## src/rtl/shift_sequencer_pkg.sv

```systemverilog
// Shared constants and encodings for the shift sequencer and its stage shifter.
// Five log-shift stages, one per clock, process amounts 16, 8, 4, 2 and 1.
package shift_sequencer_pkg;

  localparam int SEQ_WIDTH  = 32;
  localparam int SEQ_STAGES = 5;

  // The stage index starts here and counts down to zero.
  localparam logic [2:0] STG_FIRST = 3'd4;

  typedef enum logic [1:0] {
    OP_SLL = 2'b00,
    OP_SRA = 2'b01,
    OP_SRL = 2'b10,
    OP_RSV = 2'b11
  } op_e;

  typedef enum logic [1:0] {
    ST_IDLE  = 2'b00,
    ST_SHIFT = 2'b01,
    ST_DONE  = 2'b10
  } state_e;

endpackage

```

## src/rtl/shift_sequencer_stage.sv

```systemverilog
// Combinational single-stage shifter: shifts acc by 2^stg when enabled.
// It holds no state; the sequencer owns every register.
module shift_stage
  import shift_sequencer_pkg::*;
#(
  parameter int WIDTH = SEQ_WIDTH
) (
  input  logic [WIDTH-1:0] acc,
  input  logic [2:0]       stg,
  input  logic [1:0]       op,
  input  logic             en,
  output logic [WIDTH-1:0] nxt
);

  logic [SEQ_STAGES-1:0] amt;

  assign amt = SEQ_STAGES'(1) << stg;

  always_comb begin
    nxt = acc;
    if (en) begin
      case (op_e'(op))
        // Sign fill comes from acc[31] as it stands at the start of this stage.
        OP_SRA:  nxt = $signed(acc) >>> amt;
        OP_SRL:  nxt = acc >> amt;
        default: nxt = acc << amt;
      endcase
    end
  end

endmodule

```

## src/rtl/shift_sequencer.sv

```systemverilog
// Multi-cycle barrel shifter: one log stage per clock, fixed 6-cycle latency,
// with abort, back-to-back acceptance from DONE and a held result register.
module shift_sequencer
  import shift_sequencer_pkg::*;
#(
  parameter int WIDTH  = SEQ_WIDTH,
  parameter int STAGES = SEQ_STAGES
) (
  input  logic              clock,
  input  logic              reset_n,
  input  logic              start,
  input  logic [1:0]        op,
  input  logic [WIDTH-1:0]  data_in,
  input  logic [STAGES-1:0] shamt,
  input  logic              abort,
  output logic              busy,
  output logic              done,
  output logic [WIDTH-1:0]  result
);

  state_e            state_q, state_d;
  logic [2:0]        stg_q, stg_d;
  logic [WIDTH-1:0]  acc_q, acc_d;
  logic [1:0]        op_q, op_d;
  logic [STAGES-1:0] shamt_q, shamt_d;
  logic [WIDTH-1:0]  result_q, result_d;
  logic [WIDTH-1:0]  acc_nxt;

  shift_stage #(.WIDTH(WIDTH)) u_stage (
    .acc (acc_q),
    .stg (stg_q),
    .op  (op_q),
    .en  (shamt_q[stg_q]),
    .nxt (acc_nxt)
  );

  always_comb begin
    // NOTE: every signal gets a default before the case so no path can infer a latch.
    state_d  = state_q;
    stg_d    = stg_q;
    acc_d    = acc_q;
    op_d     = op_q;
    shamt_d  = shamt_q;
    result_d = result_q;

    case (state_q)
      ST_IDLE, ST_DONE: begin
        state_d = ST_IDLE;
        if (start) begin
          state_d = ST_SHIFT;
          stg_d   = STG_FIRST;
          acc_d   = data_in;
          op_d    = op;
          shamt_d = shamt;
        end
      end
      ST_SHIFT: begin
        // Abort wins over the stage that would otherwise complete on this edge.
        if (abort) begin
          state_d = ST_IDLE;
        end else begin
          acc_d = acc_nxt;
          if (stg_q == 3'd0) begin
            state_d  = ST_DONE;
            result_d = acc_nxt;
          end else begin
            stg_d = stg_q - 3'd1;
          end
        end
      end
      default: state_d = ST_IDLE;
    endcase
  end

  // NOTE: registers update with non-blocking assignments so every flop samples pre-edge values.
  always_ff @(posedge clock or negedge reset_n) begin
    if (!reset_n) begin
      state_q  <= ST_IDLE;
      stg_q    <= '0;
      acc_q    <= '0;
      op_q     <= '0;
      shamt_q  <= '0;
      result_q <= '0;
    end else begin
      state_q  <= state_d;
      stg_q    <= stg_d;
      acc_q    <= acc_d;
      op_q     <= op_d;
      shamt_q  <= shamt_d;
      result_q <= result_d;
    end
  end

  assign busy   = (state_q == ST_SHIFT);
  assign done   = (state_q == ST_DONE);
  assign result = result_q;

endmodule

```

## config.mk

```make
export PLATFORM = sky130hd
export DESIGN_NAME = shift_sequencer
export DESIGN_NICKNAME = d
export VERILOG_FILES = /design/src/rtl/shift_sequencer_pkg.sv /design/src/rtl/shift_sequencer_stage.sv /design/src/rtl/shift_sequencer.sv
export SDC_FILE = /design/constraint.sdc
export NUM_CORES = 1
export LEC_CHECK = 0
export ABC_AREA = 1
export CAP_MARGIN = 20
export CORE_MARGIN = 2
export CORE_UTILIZATION = 55
export DETAILED_ROUTE_END_ITERATION = 6
export MAX_ROUTING_LAYER = met4
export PLACE_DENSITY_LB_ADDON = 0.1
export SLEW_MARGIN = 20
export SYNTH_ARGS = -nofsm -noshare
export SYNTH_HDL_FRONTEND = slang
export SYNTH_SLANG_ARGS = --single-unit
```

## constraint.sdc

```tcl
create_clock -name clock -period 3.17 [get_ports clock]
set_clock_uncertainty 0.05 [all_clocks]
set_input_delay 0.4755 -clock clock [delete_from_list [all_inputs] [get_ports clock]]
set_output_delay 0.4755 -clock clock [all_outputs]
set_load 0.05 [all_outputs]
```

Yosys cells after proc, flatten, opt, wreduce, memory -nomap -nowiden:

Index checks and enable logic that the tools add are counted.

* register bits: 76
* bits of input ports: 43
* output and inout bits: 34
* logic and storage cells: 44

* add/sub/neg operators: 1
* magnitude comparators: 1
* equal/unequal tests: 8
* shifts and indexed selects: 4
* multiplexer cells: 15
* bitwise gates (word level): 1
* reduce and logical (&&, ||, !) cells: 8

Operator list (number)
* $pmux 32 s2: 2
* $mux 32: 3
* $shl 32x5->32: 1
* $shr 32x5->32: 1
* $sshr 32x5->32: 1
* $mux 3: 3
* $ne 2x2->1 const B: 3
* $pmux 3 s2: 1
* $reduce_and 3->1: 2
* $shl 1x3->5 const A: 1
* $eq 2x1->1 const B: 2
* $eq 2x2->1 const B: 2
* $lt 3x4->1 const B: 1
* $mux 2: 2
* $pmux 2 s2: 1
* $reduce_and 4->1: 1
* $bmux 1 s3: 1
* $logic_not 3->1: 1
* $ne 3x2->1 const B: 1
* $sub 3x1->3 const B: 1
* $logic_not 2->1: 1
* $mux 1: 2
* $reduce_and 2->1: 1
* $reduce_bool 2->1: 1
* other kinds (2): 2

Logic depth before layout (Yosys ltp):

* depth after elaboration: 6
* gate-level depth with buffers: 21
* mapped depth without buffers: 19

Modules after synthesis:

A second synthesis with hierarchy kept.

* cell total of the unflattened synthesis: 1226
* area, all modules: 7279.5 um2

Modules (own cells, without submodules)
* shift_stage: times used 1, cells each 805, area an instance 3746.1 um2, seq. area each 0.0 um2
* shift_sequencer: times used 1, cells each 421, area an instance 3533.4 um2, seq. area each 1901.8 um2

Worst setup path before layout:

OpenSTA, ideal clock, no wires.

* path type: reg-to-reg
* start point: register stg_q[0]
* end point: register acc_q[19]
* setup time: 0.117 ns
* data arrival time: 2.208 ns
* required time: 3.003 ns
* setup slack: 0.795 ns
* cell stages (with the launch flop): 18
* path buffers: 2
* cells stage by stage: dfrtp_1 -> inv_1 -> ha_1 -> buf_2 -> buf_2 -> nand3_1 -> nand2_1 -> inv_1 -> o21ai_0 -> nand2_1 -> o21ai_1 -> nor2_1 -> nor3_1 -> nand2_1 -> o21ai_0 -> nand2_1 -> nand2_1 -> nand2_1

* cells in the longest elaborated chain, start to end: 6

RTL lines
* start: declaration: RTL line shift_sequencer.sv:22 `logic [2:0] stg_q, stg_d;`
* start signal: assignment: RTL line shift_sequencer.sv:86 `stg_q <= stg_d;`
* $shl 1x3->5: RTL line shift_sequencer_stage.sv:17 `assign amt = SEQ_STAGES'(1) << stg;`
* $shl 32x5->32, or another cell as far along: RTL line shift_sequencer_stage.sv:26 `default: nxt = acc << amt;`
* $pmux 32 s2: RTL line shift_sequencer_stage.sv:22 `case (op_e'(op))`
* $mux 32 *: RTL line shift_sequencer_stage.sv:21 `if (en) begin`
* $mux 32 *: RTL line shift_sequencer.sv:59 `if (abort) begin`
* $pmux 32 s2 *: RTL line shift_sequencer.sv:46 `case (state_q)`
* end signal: assignment: RTL line shift_sequencer.sv:80 `acc_q <= '0;`
* end signal: assignment: RTL line shift_sequencer.sv:87 `acc_q <= acc_d;`
* end: declaration: RTL line shift_sequencer.sv:23 `logic [WIDTH-1:0] acc_q, acc_d;`

Mark *: on every way between the ends. The rest lies on a longest branch, timed or not. The select of a mux whose other input is x is not followed.
A chain may end at the register's enable or synchronous reset.

Final worst setup path:

* start point: register stg_q[1]
* end point: register acc_q[21]

Same word-level chain as after synthesis.

==> metrics.txt <==
sequential area share after synthesis=roughly 26%; placer congestion estimate=approximately 1.1; crit path max-delay cell type=dfrtp_1; P per Cell Area=~1300 nW/um2; core box area=approximately 13000 um2; share of flip-flops with an asynchronous set or reset=100%; CTS buffer count=9; Pins Over Slew Limit=0; Post-Syn Nets=roughly 1.4k; Worst Path Max Fanout=18; Min-Delay Path Class=reg -> reg; final net count=between 1k and 1.5k; status=completed; CP Buf/Inv Count=2; LEAKAGE=roughly 0.0045 uW; flip-flop and latch count after synthesis=76; largest net degree at the start of global routing=77; crit path launch type=flip-flop; Syn-to-layout area delta=18.7%; RSZ-0062 raised after global routing=false; most common cell in the netlist=nand2_1; Setup Viol. Count Final=0; multi-input logic area=approximately 4800 um2; CTS tree=yes; DRT met1 WL=roughly 12000 um; # DRC=0; detailed placer's ending HPWL=21000 um; Worst slew margin=54.9%; fillcell total=approximately 1.3k; post-synth top area share=between 20% and 30%; Clk pin slew, worst setup/hold paths=0.06 ns; CP arrival=between 3 and 4 ns; initial antenna violation count=0; Mapped Area=around 7300 um2; Clock Tree Buf Depth=2; family with the most delay on the worst path=simple AND/OR/NAND/NOR gates; routed wl met2=11600 um; initial DRC count=1265; vias in the first global route=roughly 8.5k; WL final=28500 um; DRT antenna net count=0; Initial Utilization=a little under three fifths; Die X=120 um; GRT Residual Overflow=0; f_max=around 340 MHz; number of synthesized flops with an enable pin=0; Top cell by count, worst path=nand2_1; Netlist cell types=31; Yosys Warn Count=0; fin crit period=between 2 and 3 ns; Peak supply drop=~0.00075 V; Port Buffers=between 70 and 80; top cells by area, synth=nand2_1 30%, dfrtp_1 26%, nand3_1 13%; endpoints failing hold=0; top routing layer in use=met4; proportion of layout cells with a drive suffix above 1=~5.6%; first-pass GRT wire length=45100 um; Setup CP Type=reg -> reg; CP endpoint kind=flip-flop; sequential cell area=between 1500 and 2000 um2; main flop type after synthesis=dfrtp_1; Routed WL per cell=around 18 um; CTS Root Cell=clkbuf_16; H-tree lvl count=3; Gate Count Post-Synth=1336; Post-Syn Area per Cell=approximately 5.5 um2; Least-Margin Pin Slew=about 0.68 ns; row count=42; maxcap violations=0; clock sink total=76; critical path data required time=between 3 and 4 ns; final worst path period share=around 93%; setup TNS=0 ns; met3 wire len=3440 um; Worst-Skew Late Latency=approximately 0.35 ns; Fin Hold WS=about 0.43 ns; Critical Path, Cell by Cell=inv_1 > ha_1 > buf_4 > nand3_1 > nand3_1 > o21a_1 > nand2_1 > and2_1 > nand2_1 > nand2_1 > nor3_1 > nand2_1 > nand2_1 > nand2_1 > nand2_1 > nand2_1; IO Count=between 70 and 80; GRT Util Overall=41.5%; top cells by count, synth=580 x nand2_1, 189 x nand3_1, 115 x nor2_1, 93 x o21ai_0, 77 x inv_1; Critical Path Max Stage Delay=approximately 0.41 ns; via/cell ratio=6.00; via count=around 9.4k; Vert. Die Dim=120 um; ant diodes=0; area leader, netlist=nand2_1; drt pass-1 iters=6; DIE AREA=roughly 14000 um2
stage by stage:
stage               instance area (um2)  worst slack [ns]  utilization, %  total power [uW]  instances
floorplan                          7340             0.795               -              7160       1336
global placement                   8420             0.392            64.1              9780       1552
detailed placement                 8420             0.373            64.1              9810       1552
CTS                                8680             0.341            66.1             10800       1566
global route                       8720            0.0896            66.3             11900       1568
finish                             8720             0.216            66.3             11100       1568
cell families after synthesis:
group,count (synthesis),synth area share [%]
buffers and inverters,166,9.13
flip-flops,76,25.9
adder cells (fa/ha/maj),7,1.19
AND/OR/NAND/NOR,909,50.5
AO/OA/AOI/OAI,178,13.3
layout make-up:
type / count / share of cell area [%]
clock buffer: 9 / 2.58
clock inverter: 5 / 0.359
inverter: 84 / 3.62
multi-input combinational: 1094 / 55.0
sequential: 76 / 21.8
tap: 176 / 2.53
timing repair buffer: 124 / 14.1
cells in the final DEF (no fill, tap or decap), types with 7 or more instances in the layout:
| cell | netlist | layout |
|---|---|---|
| buf_12 | 0 | 7 |
| o211ai_1 | 14 | 14 |
| dfrtp_1 | 76 | 76 |
| o2111ai_1 | 7 | 7 |
| ha_1 | 7 | 7 |
| inv_1 | 77 | 77 |
| clkbuf_16 | 0 | 9 |
| nand2_1 | 580 | 580 |
| a21oi_1 | 27 | 27 |
| o21ai_0 | 93 | 93 |
| nand3_1 | 189 | 189 |
| nor2_1 | 115 | 112 |
| buf_4 | 1 | 40 |
| o21ai_1 | 20 | 20 |
| a31oi_1 | 9 | 9 |
| clkdlybuf4s50_1 | 0 | 75 |
per-layer routing:
| layer | track usage [%] | vias up |
|---|---|---|
| li1 | - | 4413 |
| met3 | 10.8 | 106 |
| met5 | - | - |
| met2 | 57.3 | 641 |
| met1 | 57.6 | 4255 |
| met4 | 17.9 | 0 |
worst paths after layout:
| path | start | to | slack [ns] | depth (start not counted) |
|---|---|---|---|---|
| min in group asynchronous | reset_n | result[29] | 0.50 | 2 |
| min | acc_q[14] | acc_q[14] | 0.43 | 2 |
| max reg2reg | stg_q[1] | acc_q[21] | 0.22 | 16 |
| max in group asynchronous | reset_n | acc_q[5] | 1.99 | 3 |
| min reg2reg | acc_q[14] | acc_q[14] | 0.43 | 2 |
| max | stg_q[1] | acc_q[21] | 0.22 | 16 |
sequential cells by signal, summed over array words and instances (netlist names):
| name | flops |
|---|---|
| op_q | 2 |
| state_q | 2 |
| stg_q | 3 |
| shamt_q | 5 |
| acc_q | 32 |
| result | 32 |
worst min-delay path, delay by kind of cell (launching register included):
| kind | cells | cell delay (ns) |
|---|---|---|
| DFF | 1 | 0.34 |
| and+or+nand+nor | 2 | 0.10 |
power breakdown:
part           internal (uW)  leakage, uW  switching [uW]
clock                    517     0.000127             404
combinational           2510      0.00348            5850
sequential              1440     0.000917             363
timing repair:
item	in CTS	in global routing
buffers inserted	0	0
endpoints found under the hold margin	0	19
endpoints found under the setup margin	0	0
hold buffers	0	1
gates resized for setup	0	0
(Power assumes the default switching activity.)
